File: config.mk
export PLATFORM = sky130hd
export DESIGN_NAME = mac_accum_seq
export DESIGN_NICKNAME = d
export VERILOG_FILES = /design/src/rtl/mac_accum_seq_pkg.sv /design/src/rtl/mac_accum_seq_mac.sv /design/src/rtl/mac_accum_seq.sv
export SDC_FILE = /design/constraint.sdc
export NUM_CORES = 2
export LEC_CHECK = 0
export ABC_CLOCK_PERIOD_IN_PS = 19550
export CORE_ASPECT_RATIO = 0.7
export CORE_UTILIZATION = 47
export CTS_CLUSTER_DIAMETER = 40
export DETAILED_ROUTE_END_ITERATION = 6
export SLEW_MARGIN = 30
export SYNTH_ARGS = -nofsm -noshare
export SYNTH_HDL_FRONTEND = slang
export SYNTH_HIERARCHICAL = 1
export SYNTH_SLANG_ARGS = --single-unit
File: constraint.sdc
create_clock -name clk -period 19.55 [get_ports clk]
set_input_delay 1.955 -clock clk [delete_from_list [all_inputs] [get_ports clk]]
set_output_delay 1.955 -clock clk [all_outputs]
set_load 0.01 [all_outputs]
File: src/rtl/mac_accum_seq_pkg.sv
// Shared definitions for the MAC accumulator sequencer: FSM states, default widths
// and the width rule of the multiply-accumulate step.
package mac_accum_seq_pkg;

  localparam int N_DEF     = 32;
  localparam int LEN_W_DEF = 8;

  localparam int PROD_W_DEF = 2 * N_DEF;
  localparam int SUM_W_DEF  = N_DEF + 1;

  typedef enum logic [1:0] {
    IDLE = 2'd0,
    RUN  = 2'd1,
    DONE = 2'd2
  } state_e;

  // The product keeps every bit. The sum is one bit wider, so it cannot overflow.
  function automatic int prod_w(input int n);
    return 2 * n;
  endfunction

  function automatic int sum_w(input int n);
    return n + 1;
  endfunction

endpackage

File: src/rtl/mac_accum_seq_mac.sv
// Combinational fixed-point MAC stage: Y = floor((hi(A*X) + Y0) / 2), bit-exact.
module mac_accum_seq_mac
  import mac_accum_seq_pkg::*;
#(
  parameter int N = N_DEF
) (
  input  logic signed [N-1:0] A,
  input  logic signed [N-1:0] X,
  input  logic signed [N-1:0] Y0,
  output logic signed [N-1:0] Y
);

  localparam int PW = prod_w(N);
  localparam int SW = sum_w(N);

  logic signed [PW-1:0] p;
  logic signed [N-1:0]  hi;
  logic signed [SW-1:0] s;
  logic                 unused_bits;

  assign p  = A * X;
  assign hi = p[PW-1:N];
  assign s  = {hi[N-1], hi} + {Y0[N-1], Y0};
  // Dropping s[0] is the arithmetic shift right (floor). The low product half is discarded.
  assign Y  = s[N:1];

  assign unused_bits = ^{p[N-1:0], s[0]};

endmodule

File: src/rtl/mac_accum_seq.sv
// Sequencer that streams (a, x) pairs through the MAC stage, accumulates the result
// in acc and hands one result per vector to the consumer.
module mac_accum_seq
  import mac_accum_seq_pkg::*;
#(
  parameter int N     = N_DEF,
  parameter int LEN_W = LEN_W_DEF
) (
  input  logic             clk,
  input  logic             rst,
  input  logic             start,
  input  logic [LEN_W-1:0] len,
  input  logic [N-1:0]     y_init,
  output logic             busy,
  input  logic             in_valid,
  output logic             in_ready,
  input  logic [N-1:0]     a,
  input  logic [N-1:0]     x,
  output logic             out_valid,
  input  logic             out_ready,
  output logic [N-1:0]     y
);

  state_e           state;
  logic [N-1:0]     acc;
  logic [N-1:0]     acc_next;
  logic [LEN_W-1:0] cnt;

  mac_accum_seq_mac #(.N(N)) u_mac (
    .A  (a),
    .X  (x),
    .Y0 (acc),
    .Y  (acc_next)
  );

  // In RUN, in_ready is 1, so in_valid alone marks a transfer.
  always_ff @(posedge clk) begin
    if (rst) begin
      state <= IDLE;
      acc   <= '0;
      cnt   <= '0;
    end else begin
      case (state)
        IDLE: begin
          if (start) begin
            acc <= y_init;
            if (len != '0) begin
              cnt   <= len;
              state <= RUN;
            end else begin
              state <= DONE;
            end
          end
        end
        RUN: begin
          if (in_valid) begin
            acc <= acc_next;
            cnt <= cnt - LEN_W'(1);
            if (cnt == LEN_W'(1)) state <= DONE;
          end
        end
        DONE: begin
          if (out_ready) state <= IDLE;
        end
        default: state <= IDLE;
      endcase
    end
  end

  assign in_ready  = (state == RUN);
  assign out_valid = (state == DONE);
  assign busy      = (state != IDLE);
  assign y         = acc;

endmodule

# Word-level counts from Yosys, hierarchy flattened
# Index checks and enable logic that the tools add are counted.
# classes
add_sub_neg	2
n_mul	1
eq_ne	8
muxes	13
n_reduce_logical	7
# op_table
op	count
multiplier 32 x 32 -> 64 bit	1
2-to-1 mux 32 bit	2
one-hot mux 32 bit (2 select lines)	1
adder 32 x 32 -> 33 bit	1
2-to-1 mux 8 bit	3
one-hot mux 8 bit (2 select lines)	1
2-to-1 mux 2 bit	5
equality test 8 x 1 -> 1 bit (second input constant)	1
AND reduction 4 bit	2
nonzero test 8 bit	1
subtractor 8 x 1 -> 8 bit (second input constant)	1
!= test 2 bit (second input constant)	3
one-hot mux 2 bit (3 select lines)	1
!= test 2 x 1 -> 1 bit (second input constant)	2
nonzero test 2 bit	2
AND reduction 3 bit	1
equality test 2 x 1 -> 1 bit (second input constant)	1
equality test 2 bit (second input constant)	1
zero test 2 bit	1
# word_totals
ff_bits	42
in_bits	109
output_inout_bits	35

# Longest topological paths before layout
# logic_depth
ltp_word	4
ltp_mapped	44

# Modules after synthesis
# The synthesis kept the hierarchy.
# modules_own_cells
mod	n_inst	cells_per_inst	area_each_um2	seq_area_each_um2
mac_accum_seq_mac	1	3859	36302.3	0.0
mac_accum_seq	1	265	2014.4	840.8

# Worst setup path before layout
# OpenSTA, ideal clock, no wires.
# synth_timing
path_kind	input port to flip-flop
startpoint	input a[31]
endpoint	register acc[30] (netlist: y[30])
setup_time_ns	0.091
t_arrival_ns	11.331
setup_slack_ns	8.128
stages	42
cell_sequence	clkbuf_1 > nand2_1 > inv_1 > fa_1 > fa_1 > inv_1 > fa_1 > inv_1 > fa_1 > inv_1 > fa_1 > inv_1 > fa_1 > inv_1 > fa_1 > inv_1 > fa_1 > ha_1 > [... 6 more ...] > o21bai_2 > a21oi_1 > o21bai_1 > xor2_1 > ha_1 > clkbuf_1 > a21o_1 > a21o_1 > a21oi_1 > nor2b_1 > o21a_1 > o21ai_0 > nand2b_1 > a21oi_1 > o211ai_1 > a311oi_1 > nand2_1 > a311oi_1
# synth_between
elab_chain_cells	4
# synth_lines
element	line_no	source
start: declaration	mac_accum_seq.sv:17	input logic [N-1:0] a,
multiplier 32 x 32 -> 64 bit	mac_accum_seq_mac.sv:21	assign p = A * X;
adder 32 x 32 -> 33 bit	mac_accum_seq_mac.sv:23	assign s = {hi[N-1], hi} + {Y0[N-1], Y0};
net acc_next[30]	mac_accum_seq.sv:26	logic [N-1:0] acc_next;
2-to-1 mux 32 bit	mac_accum_seq.sv:56	if (in_valid) begin
one-hot mux 32 bit (2 select lines)	mac_accum_seq.sv:43	case (state)
end signal: assignment	mac_accum_seq.sv:46	acc <= y_init;
end signal: assignment	mac_accum_seq.sv:57	acc <= acc_next;
end: declaration	mac_accum_seq.sv:25	logic [N-1:0] acc;
# The timed path passes the listed nets, and every way through them passes these cells. The select of a mux whose other input is x is not followed.
# A chain may end at the register's enable or synchronous reset.

# Worst setup path in the final report
# layout_timing
startpoint	input x[5]
endpoint	register acc[30] (netlist: y[30])
# layout_between
elab_chain_cells	4
# layout_lines
element	line_no	source
start: declaration	mac_accum_seq.sv:18	input logic [N-1:0] x,
multiplier 32 x 32 -> 64 bit	mac_accum_seq_mac.sv:21	
adder 32 x 32 -> 33 bit	mac_accum_seq_mac.sv:23	
net acc_next[30]	mac_accum_seq.sv:26	
2-to-1 mux 32 bit	mac_accum_seq.sv:56	
one-hot mux 32 bit (2 select lines)	mac_accum_seq.sv:43	
# The timed path passes the listed nets, and every way through them passes these cells. The select of a mux whose other input is x is not followed.

==> qor.csv <==
metric,value,unit
cpMaxStageDelayCell,fa_1,
nets,5511,
yosysWarnings,6,
setup_tns,0,ps
grt_usage,27.0,%
rows,87,
die_w,343,microns
hold_ws,472,ps
htreeDepth,2,
fill_cells,7549,
worst_pin_slew,979,ps
wl_per_cell,20.3,microns
grt_pass1_vias,28900,
cts_made_buffers,5,
rr_worst_depth,18,
synth.net_count,5532,
status,completed,
die-area,0.0827,sq mm
ys_types,66,
max-slew-margin-rel,34.7,%
cts-resized-gates,0,
clock_sinks,42,
skew,10.0,ps
place.gp.congestion,0.876,
start_util,47.5,%
crit_required,19750,ps
grt_start_max_net_pins,66,
drt_wl_total,105000,microns
synth-async-reset-ratio,0,%
syn_inst,4124,
vias,26900,
min_period,12490,ps
reg2reg_slack,15460,ps
synth-seq-area-share,2.19,%
port_buffers,143,
area_growth,6.15,%
cp-endpoint,y[30]$_SDFFE_PP0P_,
syn-cell-area,0.0383,sq mm
first_iter_violations,1712,
antenna_found_initial,1,
clkTransAtPathRegs,70,ps
rsz0062_at_grt,no,
dr.pass1.iters,5,
crit_path_end_kind,flop,
layout_common_cells,"1082 x fa_1, 949 x inv_1, 617 x nand2_1",
timing.rr.start,y[0]$_SDFFE_PP0P_,
design_area,0.0407,sq mm
die_h,241,microns
setup.worst_path.start,x[5],
finalCritPeriodShare,63.9,%
grt_pass1_wl,170000,microns
synth-seq-cells,42,
cap_violations,0,
arrival,12690,ps
hold_buffers,0,
synth_edf_count,0,
core_area,0.0807,sq mm
drive_above_1_share,2.56,%
start_kind,primary input,
slowest_delay,1010,ps
synth.avg_cell_area,9.29,sq um
cts_tree,yes,
viasPerCell,5.19,
cts_root_buffer,clkbuf_16,
dpl.hpwl,82800,microns
hold_viol,0,
grt_overflow_total,0,
synth-main-ff-cell,dfxtp_1,
drc,0,
fmax,80.1,MHz
drv_slew,0,
path_class,in -> reg,
rr_endpoint,y[29]$_SDFFE_PP0P_,
fin_util,50.4,%
mostFrequentLayoutCell,fa_1,
cp_max_fo,32,
postRouteAntennaNets,0,
min_path_type,reg -> reg,
io_pins,144,
cts_setup_buffers,0,
setup_viol,0,
insertion_delay,290,ps
dpl_cell_area,0.0405,sq mm
path_common_cell,fa_1,
clock_path_buffers,2,
## stage by stage
stage	instances	setup WS, ps
global placement	5164	6900
global route	5172	6320
CTS	5172	7080
floorplan	4124	8130
finish	5174	7060
detailed placement	5164	6790
## area by class of cell
cell class | count | area, sq um | area share, %
tap | 1068 | 1340 | 3.29
clock buffer | 8 | 166 | 0.409
multi-input combinational | 2914 | 33100 | 81.4
antenna | 2 | 5.00 | 0.0123
inverter | 950 | 3570 | 8.77
timing repair buffer | 190 | 1660 | 4.09
sequential | 42 | 841 | 2.07
## worst max-delay path, delay by kind of cell
family                   cells  cell delay (ps)
XOR/XNOR                     1              150
adder cells (fa/ha/maj)     10             5390
AND/OR/NAND/NOR              6              650
AO/OA/AOI/OAI               16             2990
buffers and inverters        9             1550
## synthesized netlist by cell type, drive strengths merged, types with 2 or more instances
master | instances | share of area [%]
nand2b | 20 | 0.33
nand4b | 3 | 0.069
a31oi | 5 | 0.082
o2111ai | 2 | 0.046
a32o | 3 | 0.078
or4 | 4 | 0.098
inv | 950 | 9.3
xnor2 | 44 | 1.0
o21ai | 32 | 0.44
nand4 | 8 | 0.13
nor4 | 4 | 0.065
and4 | 2 | 0.046
nor3 | 19 | 0.26
dfxtp | 42 | 2.2
nand2 | 617 | 6.0
nor2b | 9 | 0.15
o31a | 2 | 0.046
a211oi | 10 | 0.22
nand3 | 17 | 0.22
nand3b | 3 | 0.059
clkbuf | 212 | 2.1
a211o | 2 | 0.046
or2 | 3 | 0.049
and3 | 10 | 0.16
or3 | 6 | 0.098
o21a | 13 | 0.28
o21bai | 13 | 0.26
o211ai | 5 | 0.12
o31ai | 4 | 0.091
a21oi | 59 | 0.79
nor2 | 101 | 0.99
and2 | 487 | 8.0
a311oi | 37 | 0.89
a22o | 3 | 0.069
mux2i | 2 | 0.052
o32ai | 3 | 0.069
a21o | 29 | 0.57
ha | 217 | 7.1
fa | 1082 | 57
nor4b | 2 | 0.062
xor2 | 23 | 0.53
buf | 6 | 0.069
## logic make-up (layout without fill, tap and decap cells)
logic type	after synthesis	count (layout)	share of synthesized area, %
fa+ha+maj	1299	1299	63.6
xor+xnor	67	67	1.53
compound gates	228	228	4.29
buf+inv	1168	1148	11.5
mux	3	3	0.0914
other cells	0	2	0
simple gates	1317	1317	16.8
flops	42	42	2.19
## worst min path at each step
stage | endpoint | cells after the start | slack (ps) | from
6_report | cnt[1]$_SDFFE_PP0P_ | 2 | 470 | cnt[1]$_SDFFE_PP0P_
4_1_cts | cnt[1]$_SDFFE_PP0P_ | 2 | 470 | cnt[1]$_SDFFE_PP0P_
2_1_floorplan | cnt[1]$_SDFFE_PP0P_ | 2 | 440 | cnt[1]$_SDFFE_PP0P_
3_5_place_dp | cnt[1]$_SDFFE_PP0P_ | 2 | 460 | cnt[1]$_SDFFE_PP0P_
3_3_place_gp | cnt[1]$_SDFFE_PP0P_ | 2 | 450 | cnt[1]$_SDFFE_PP0P_
5_1_grt | cnt[1]$_SDFFE_PP0P_ | 2 | 520 | cnt[1]$_SDFFE_PP0P_
## sequential cells by signal (all words and copies together) (netlist names)
| name | flops |
|---|---|
| cnt | 8 |
| state | 2 |
| y | 32 |
## per-layer routing
metal  vias to the layer above  global-route usage [%]  part of all wire (%)
met3                        52                    7.48                   9.9
met1                     13900                    43.5                    50
li1                      11900                       -                     -
met5                         -                   0.637                 0.066
met4                         2                    2.46                  0.75
met2                      1018                    36.9                    39
Power is left out: the tool's default activity adds up to more than one toggle a clock period on the data nets, which glitch-free logic cannot reach.
